**config.mk**
```make
export PLATFORM = sky130hd
export DESIGN_NAME = wb_regfile
export DESIGN_NICKNAME = d
export VERILOG_FILES = /design/src/rtl/wisc_pkg.sv /design/src/rtl/wb_mux.sv /design/src/rtl/wb_regfile.sv
export SDC_FILE = /design/constraint.sdc
export NUM_CORES = 1
export LEC_CHECK = 0
export ABC_CLOCK_PERIOD_IN_PS = 3900
export CAP_MARGIN = 15
export CELL_PAD_IN_SITES_DETAIL_PLACEMENT = 1
export CELL_PAD_IN_SITES_GLOBAL_PLACEMENT = 2
export CORE_UTILIZATION = 39
export DETAILED_ROUTE_END_ITERATION = 8
export GPL_TIMING_DRIVEN = 0
export HOLD_SLACK_MARGIN = 0.03
export PLACE_DENSITY_LB_ADDON = 0.12
export SETUP_SLACK_MARGIN = 0.3
export SLEW_MARGIN = 30
export SYNTH_ARGS = -nofsm -noshare
export SYNTH_HDL_FRONTEND = slang
export SYNTH_SLANG_ARGS = --single-unit
```
**constraint.sdc**
```tcl
create_clock -name clk -period 3.9 [get_ports clk]
set_input_delay 1.17 -clock clk [delete_from_list [all_inputs] [get_ports clk]]
set_output_delay 1.17 -clock clk [all_outputs]
set_load 0.01 [all_outputs]
```
**src/rtl/wisc_pkg.sv**
```systemverilog
// Shared constants and types for the write-back stage and register file.
package wisc_pkg;

  localparam int unsigned DATA_W   = 16;
  localparam int unsigned NUM_REGS = 8;
  localparam int unsigned SEL_W    = 3;
  localparam int unsigned LINK_REG = 7;

  typedef enum logic [1:0] {
    WB_ALU  = 2'd0,
    WB_MEM  = 2'd1,
    WB_LINK = 2'd2
  } wb_src_e;

endpackage : wisc_pkg

```
**src/rtl/wb_mux.sv**
```systemverilog
// Write-back source select plus detection of the illegal JAL+load combination.
module wb_mux
  import wisc_pkg::*;
(
  input  logic              i_mem_to_reg,
  input  logic              i_jal_en,
  input  logic [DATA_W-1:0] i_read_data,
  input  logic [DATA_W-1:0] i_result,
  input  logic [DATA_W-1:0] i_next_pc,
  output logic [DATA_W-1:0] o_wb_data,
  output logic              o_illegal
);

  wb_src_e w_src;

  // Link has priority over load, which has priority over the ALU result.
  always_comb begin
    w_src = WB_ALU;
    if (i_jal_en) begin
      w_src = WB_LINK;
    end else if (i_mem_to_reg) begin
      w_src = WB_MEM;
    end
  end

  always_comb begin
    o_wb_data = i_result;
    case (w_src)
      WB_MEM:  o_wb_data = i_read_data;
      WB_LINK: o_wb_data = i_next_pc;
      default: o_wb_data = i_result;
    endcase
  end

  assign o_illegal = i_jal_en & i_mem_to_reg;

endmodule : wb_mux

```
**src/rtl/wb_regfile.sv**
```systemverilog
// Write-back stage and 8x16 architectural register file with two bypassed read ports.
module wb_regfile
  import wisc_pkg::*;
#(
  parameter bit BYPASS = 1'b1
) (
  input  logic              clk,
  input  logic              rst_n,
  input  logic              reg_write,
  input  logic              mem_to_reg,
  input  logic              JALen,
  input  logic [DATA_W-1:0] read_data,
  input  logic [DATA_W-1:0] result,
  input  logic [SEL_W-1:0]  reg_wr_sel,
  input  logic [DATA_W-1:0] nextPC,
  input  logic [SEL_W-1:0]  rd_sel1,
  input  logic [SEL_W-1:0]  rd_sel2,
  output logic [DATA_W-1:0] rd_data1,
  output logic [DATA_W-1:0] rd_data2,
  output logic [DATA_W-1:0] wb_data,
  output logic              wb_err
);

  logic [DATA_W-1:0] r_gpr [NUM_REGS];
  logic              r_err;
  logic [DATA_W-1:0] w_wb_data;
  logic              w_illegal;
  logic              w_wr_en;
  logic [SEL_W-1:0]  w_wr_sel;
  logic [DATA_W-1:0] w_rd1;
  logic [DATA_W-1:0] w_rd2;

  wb_mux u_wb_mux (
    .i_mem_to_reg (mem_to_reg),
    .i_jal_en     (JALen),
    .i_read_data  (read_data),
    .i_result     (result),
    .i_next_pc    (nextPC),
    .o_wb_data    (w_wb_data),
    .o_illegal    (w_illegal)
  );

  assign w_wr_en  = (reg_write | JALen) & ~w_illegal;
  assign w_wr_sel = JALen ? SEL_W'(LINK_REG) : reg_wr_sel;

  // Storage commit and sticky error flag.
  always_ff @(posedge clk or negedge rst_n) begin
    if (!rst_n) begin
      for (int i = 0; i < NUM_REGS; i++) begin
        r_gpr[i] <= '0;
      end
      r_err <= 1'b0;
    end else begin
      if (w_wr_en) begin
        r_gpr[w_wr_sel] <= w_wb_data;
      end
      if (w_illegal) begin
        r_err <= 1'b1;
      end
    end
  end

  // Read ports: storage, overridden by the in-flight write, forced to zero in reset.
  always_comb begin
    w_rd1 = r_gpr[rd_sel1];
    w_rd2 = r_gpr[rd_sel2];
    if (BYPASS && w_wr_en && (w_wr_sel == rd_sel1)) begin
      w_rd1 = w_wb_data;
    end
    if (BYPASS && w_wr_en && (w_wr_sel == rd_sel2)) begin
      w_rd2 = w_wb_data;
    end
    if (!rst_n) begin
      w_rd1 = '0;
      w_rd2 = '0;
    end
  end

  assign rd_data1 = w_rd1;
  assign rd_data2 = w_rd2;
  assign wb_data  = w_wb_data;
  assign wb_err   = r_err;

endmodule : wb_regfile
```
==> results.md <==
- For this block, the via count after detailed routing is a little over 6,000.
- In the routed design, unresolved DRC markers number 0.
- On the final layout, the worst clock skew is 0 ns.
- The share of the Yosys chip area taken by registers is 41.2%.
- The number of library cell types mapped by synthesis is 36.
- The Yosys step of the flow raised 0 warnings.
- Headroom to the max-slew limit came out at a little over a third.
- In the post-synthesis netlist, the biggest area contributors are sky130_fd_sc_hd__dfrtp_1 41%, sky130_fd_sc_hd__mux2_2 18%, sky130_fd_sc_hd__mux4_2 18%.
- The final core area utilization is between 50% and 60%.
- The number of port buffers is between 100 and 150.
- Using the TritonRoute via totals, the vias-per-cell ratio works out to ~5.9.
- The analysis attributes to cell leakage a power of approximately 4.8 nW.
- Row generation in the floorplan step produced between 50 and 60 rows.
- In the final design database the tool counted 822 nets.
- The starting density of the core is between 30% and 40%.
- Dividing the detail-routed wire length by the instance count gives ~27 um.
- The first global-routing pass estimated about 41 mm of wire.
- The top cell type by area accounts for between 40 and 50% of the synthesized area.
- By instance count, the cell type seen most on the critical path is sky130_fd_sc_hd__buf_6.
- The final-layout fill cell count is 1,908.
- The repair_antennas step left the layout with diodes totalling 0.
- The slack of the critical path is -0.203 ns.
- Of the cells placed in the final design, the portion with a size suffix greater than 1 is 64.2%.
- Across the run, the number of max-cap violations was 0.
- Traced cell by cell, the critical path runs through buf_8, or2_1, clkbuf_8, or3_4, buf_6, buf_4, a211oi_1, a211oi_4, buf_6.
- In this run the deepest clock path goes through 2 buffers.
- At the worst endpoint, the required time is about 2.7 ns.
- With fillers left out, the area of the finished cells amounts to between 10,000 and 15,000 um2.
- The clock transition at the registers of the reported paths is ~0.060 ns.
- The initial DRC count is about 350.
- The maximum number of pins on one net before global-route repair is 68.
- The worst-case IR drop observed on VDD is around 280 uV.
- In the final layout, the multi-input gates occupy about 5000 um2.
- The number of hold violations in the final report came to 0.
- The cell area that synthesis handed to floorplanning was roughly 7800 um2.
- Subtracting the final worst setup slack from the clock period gives a little over 4 ns.
- The aggregate global-route resource usage is between 20% and 30%.
- The post-synthesis cell type with the largest combined area is sky130_fd_sc_hd__dfrtp_1.
- The number of search-and-repair iterations in the first detailed-routing pass is 5.
- The critical path is of the input port to output port type.
- The flow ran to the end, but the final reports show violations.
- Summed over all layers, the routed wires come to around 28 mm.
- The worst hold path belongs to the class register to register.
- The final-report max-slew violation count is 0.
- Derived from the worst setup path, the maximum achievable clock frequency is ~240 MHz.
- The global route total overflow is 0.
- Leaving out fill and tap cells, the most frequent cell in the layout is sky130_fd_sc_hd__dfrtp_1.
- The area growth from synthesis to layout is 44.5%.
- Total power for the finished layout comes to between 5 and 6 mW.
- The number of global-route vias before repair was between 6,000 and 7,000.
- The final HPWL from detailed placement is 17.2 mm.
- CTS saw ~130 sinks.
- The count of pins on the block boundary is between 100 and 150.
- The die outline area is just over 20,000 um2.
- The top cell family by delay on the critical path is buffers and inverters.
- The cell count after synthesis came out at between 500 and 600.
- The total area of sequential cells is around 3200 um2.
- For the pin with the worst max-slew slack, the measured transition is a little under 1 ns.
- Setup repair after global routing could not meet its margin everywhere.
- The number of synthesized register bits is between 100 and 150.
- The floorplan step set the die height to 144 um.
- The cell sitting at the root of the clock tree is a sky130_fd_sc_hd__clkbuf_16.
- The die outline width is approximately 140 um.
- The signal arrival time at the worst endpoint is just under 3 ns.
- The number of endpoints failing setup at the final stage is 18.
- The floorplan step defined a core boundary enclosing a little under 20,000 um2.
- Summed over all failing endpoints, the final setup total negative slack is -2.67 ns.
- The standard cell with the maximum stage delay on the critical path is sky130_fd_sc_hd__a211oi_1.
- The number of buffers added by the clock tree synthesis step is 17.
- The per-instance average area after synthesis is 13.7 um2.
- The total number of H-tree levels is 4.
- At the later pin of the worst-skew pair, clock insertion delay measures approximately 0.42 ns.
- The detail route stage leaves a number of antenna-violating nets equal to 0.
- In the layout the commonest cells are 129 x sky130_fd_sc_hd__dfrtp_1, 128 x sky130_fd_sc_hd__mux2_2, 72 x sky130_fd_sc_hd__buf_4, 64 x sky130_fd_sc_hd__mux4_2, 45 x sky130_fd_sc_hd__clkdlybuf4s50_1.
- For this design the ratio of total power to cell area is roughly 450 nW/um2.
- In this run the cell area measured after placement is about 9400 um2.
- The startpoint type of the worst setup path is an input port.
- The checks that failed: setup timing.
- In the finished design, the share of the clock period the worst path needs comes to 105%.
- The category of the worst setup path capture point is an output port.
- The largest incremental delay on the critical path is ~0.42 ns.
- The clock tree from TritonCTS is built.
- The global placer's final weighted congestion is ~0.80.
- The initial antenna violation count came to 0.
- Along the worst path, the maximum fanout reaches 6.
- The number of buffers and inverters on the critical path is 5.
- When the netlist entered floorplanning its net count stood at ~630.
[per-stage QoR]
stage	hold WS, ns	worst slack [ns]	std cells
finish	0.459	-0.203	1038
CTS	0.465	-0.221	1027
floorplan	0.491	0.149	570
detailed placement	0.452	-1.46	937
global route	0.477	-0.253	1038
global placement	0.445	-5.39	936
[state kept, by name, summed over array words and instances, names as in the netlist]
register and cells:
r_gpr 128, wb_err 1
[report_power, final]
| part | switching [mW] | internal [mW] |
|---|---|---|
| Clock | 0.604 | 0.969 |
| Sequential | 0.241 | 1.67 |
| Combinational | 0.691 | 0.950 |
[cell families (layout without fill, tap and decap cells)]
logic type	after synthesis	after routing	share of synthesized area, %
simple gates	37	37	2.41
compound gates	91	91	8.82
mux	240	240	42.9
buf+inv	70	273	4.27
xor+xnor	3	3	0.336
flops	129	129	41.2
[path summary, 6_finish.rpt]
path	slack, ns	from	to	depth (start not counted)
worst max-delay path	-0.20	JALen	rd_data2[15]	9
worst min-delay path	0.46	wb_err	wb_err	1
worst max register to register	3.08	r_gpr[44]	r_gpr[44]	1
worst min register to register	0.46	wb_err	wb_err	1
max in group asynchronous	2.61	rst_n	r_gpr[113]	2
min in group asynchronous	0.63	rst_n	r_gpr[73]	1
[metal layers]
metal,routed length [um],global-route usage [%]
met1,12100,38.6
met2,13700,46.1
met3,1560,5.10
met4,553,9.18
met5,0,0
[what timing repair did]
item                                    in CTS  in global routing
pin swaps                                   28                 21
buffers inserted                            55                 11
resized for setup                          379                 47
hold buffers                                 0                  0
endpoints found under the setup margin      48                 46
cloned                                       3                  0
[synth_stat cells]
cell	instances
sky130_fd_sc_hd__nor2b_1	3
sky130_fd_sc_hd__a22oi_2	1
sky130_fd_sc_hd__nand3_1	1
sky130_fd_sc_hd__o21ai_0	17
sky130_fd_sc_hd__xnor2_1	1
sky130_fd_sc_hd__mux4_2	64
sky130_fd_sc_hd__or2_1	1
sky130_fd_sc_hd__nor3_1	1
sky130_fd_sc_hd__nand2_1	17
sky130_fd_sc_hd__or3_1	2
sky130_fd_sc_hd__a21o_1	2
sky130_fd_sc_hd__nand3b_1	1
sky130_fd_sc_hd__mux2i_1	48
sky130_fd_sc_hd__nor3b_1	1
sky130_fd_sc_hd__o21bai_2	1
sky130_fd_sc_hd__nor2_1	3
sky130_fd_sc_hd__o31a_1	1
sky130_fd_sc_hd__o211ai_2	1
sky130_fd_sc_hd__dfrtp_1	129
sky130_fd_sc_hd__a211oi_1	22
sky130_fd_sc_hd__a21o_4	1
sky130_fd_sc_hd__buf_6	5
sky130_fd_sc_hd__a211oi_2	10
sky130_fd_sc_hd__clkbuf_2	1
sky130_fd_sc_hd__inv_1	1
sky130_fd_sc_hd__mux2_2	128
sky130_fd_sc_hd__clkbuf_1	39
sky130_fd_sc_hd__nor3_2	2
sky130_fd_sc_hd__buf_4	1
sky130_fd_sc_hd__buf_2	23
sky130_fd_sc_hd__xor2_1	2
sky130_fd_sc_hd__nand4_1	1
sky130_fd_sc_hd__nand2b_1	4
sky130_fd_sc_hd__o21a_1	2
sky130_fd_sc_hd__o41ai_1	16
sky130_fd_sc_hd__a21oi_1	17
[area by class of cell]
cell class / count / area share [%]
Sequential cell: 129 / 28.5
Clock buffer: 22 / 4.10
Multi-Input combinational cell: 371 / 43.8
Timing Repair Buffer: 171 / 13.4
Buffer: 69 / 6.14
Tap cell: 265 / 2.93
Clock inverter: 10 / 0.973
Inverter: 1 / 0.0332
(Power assumes the default switching activity.)
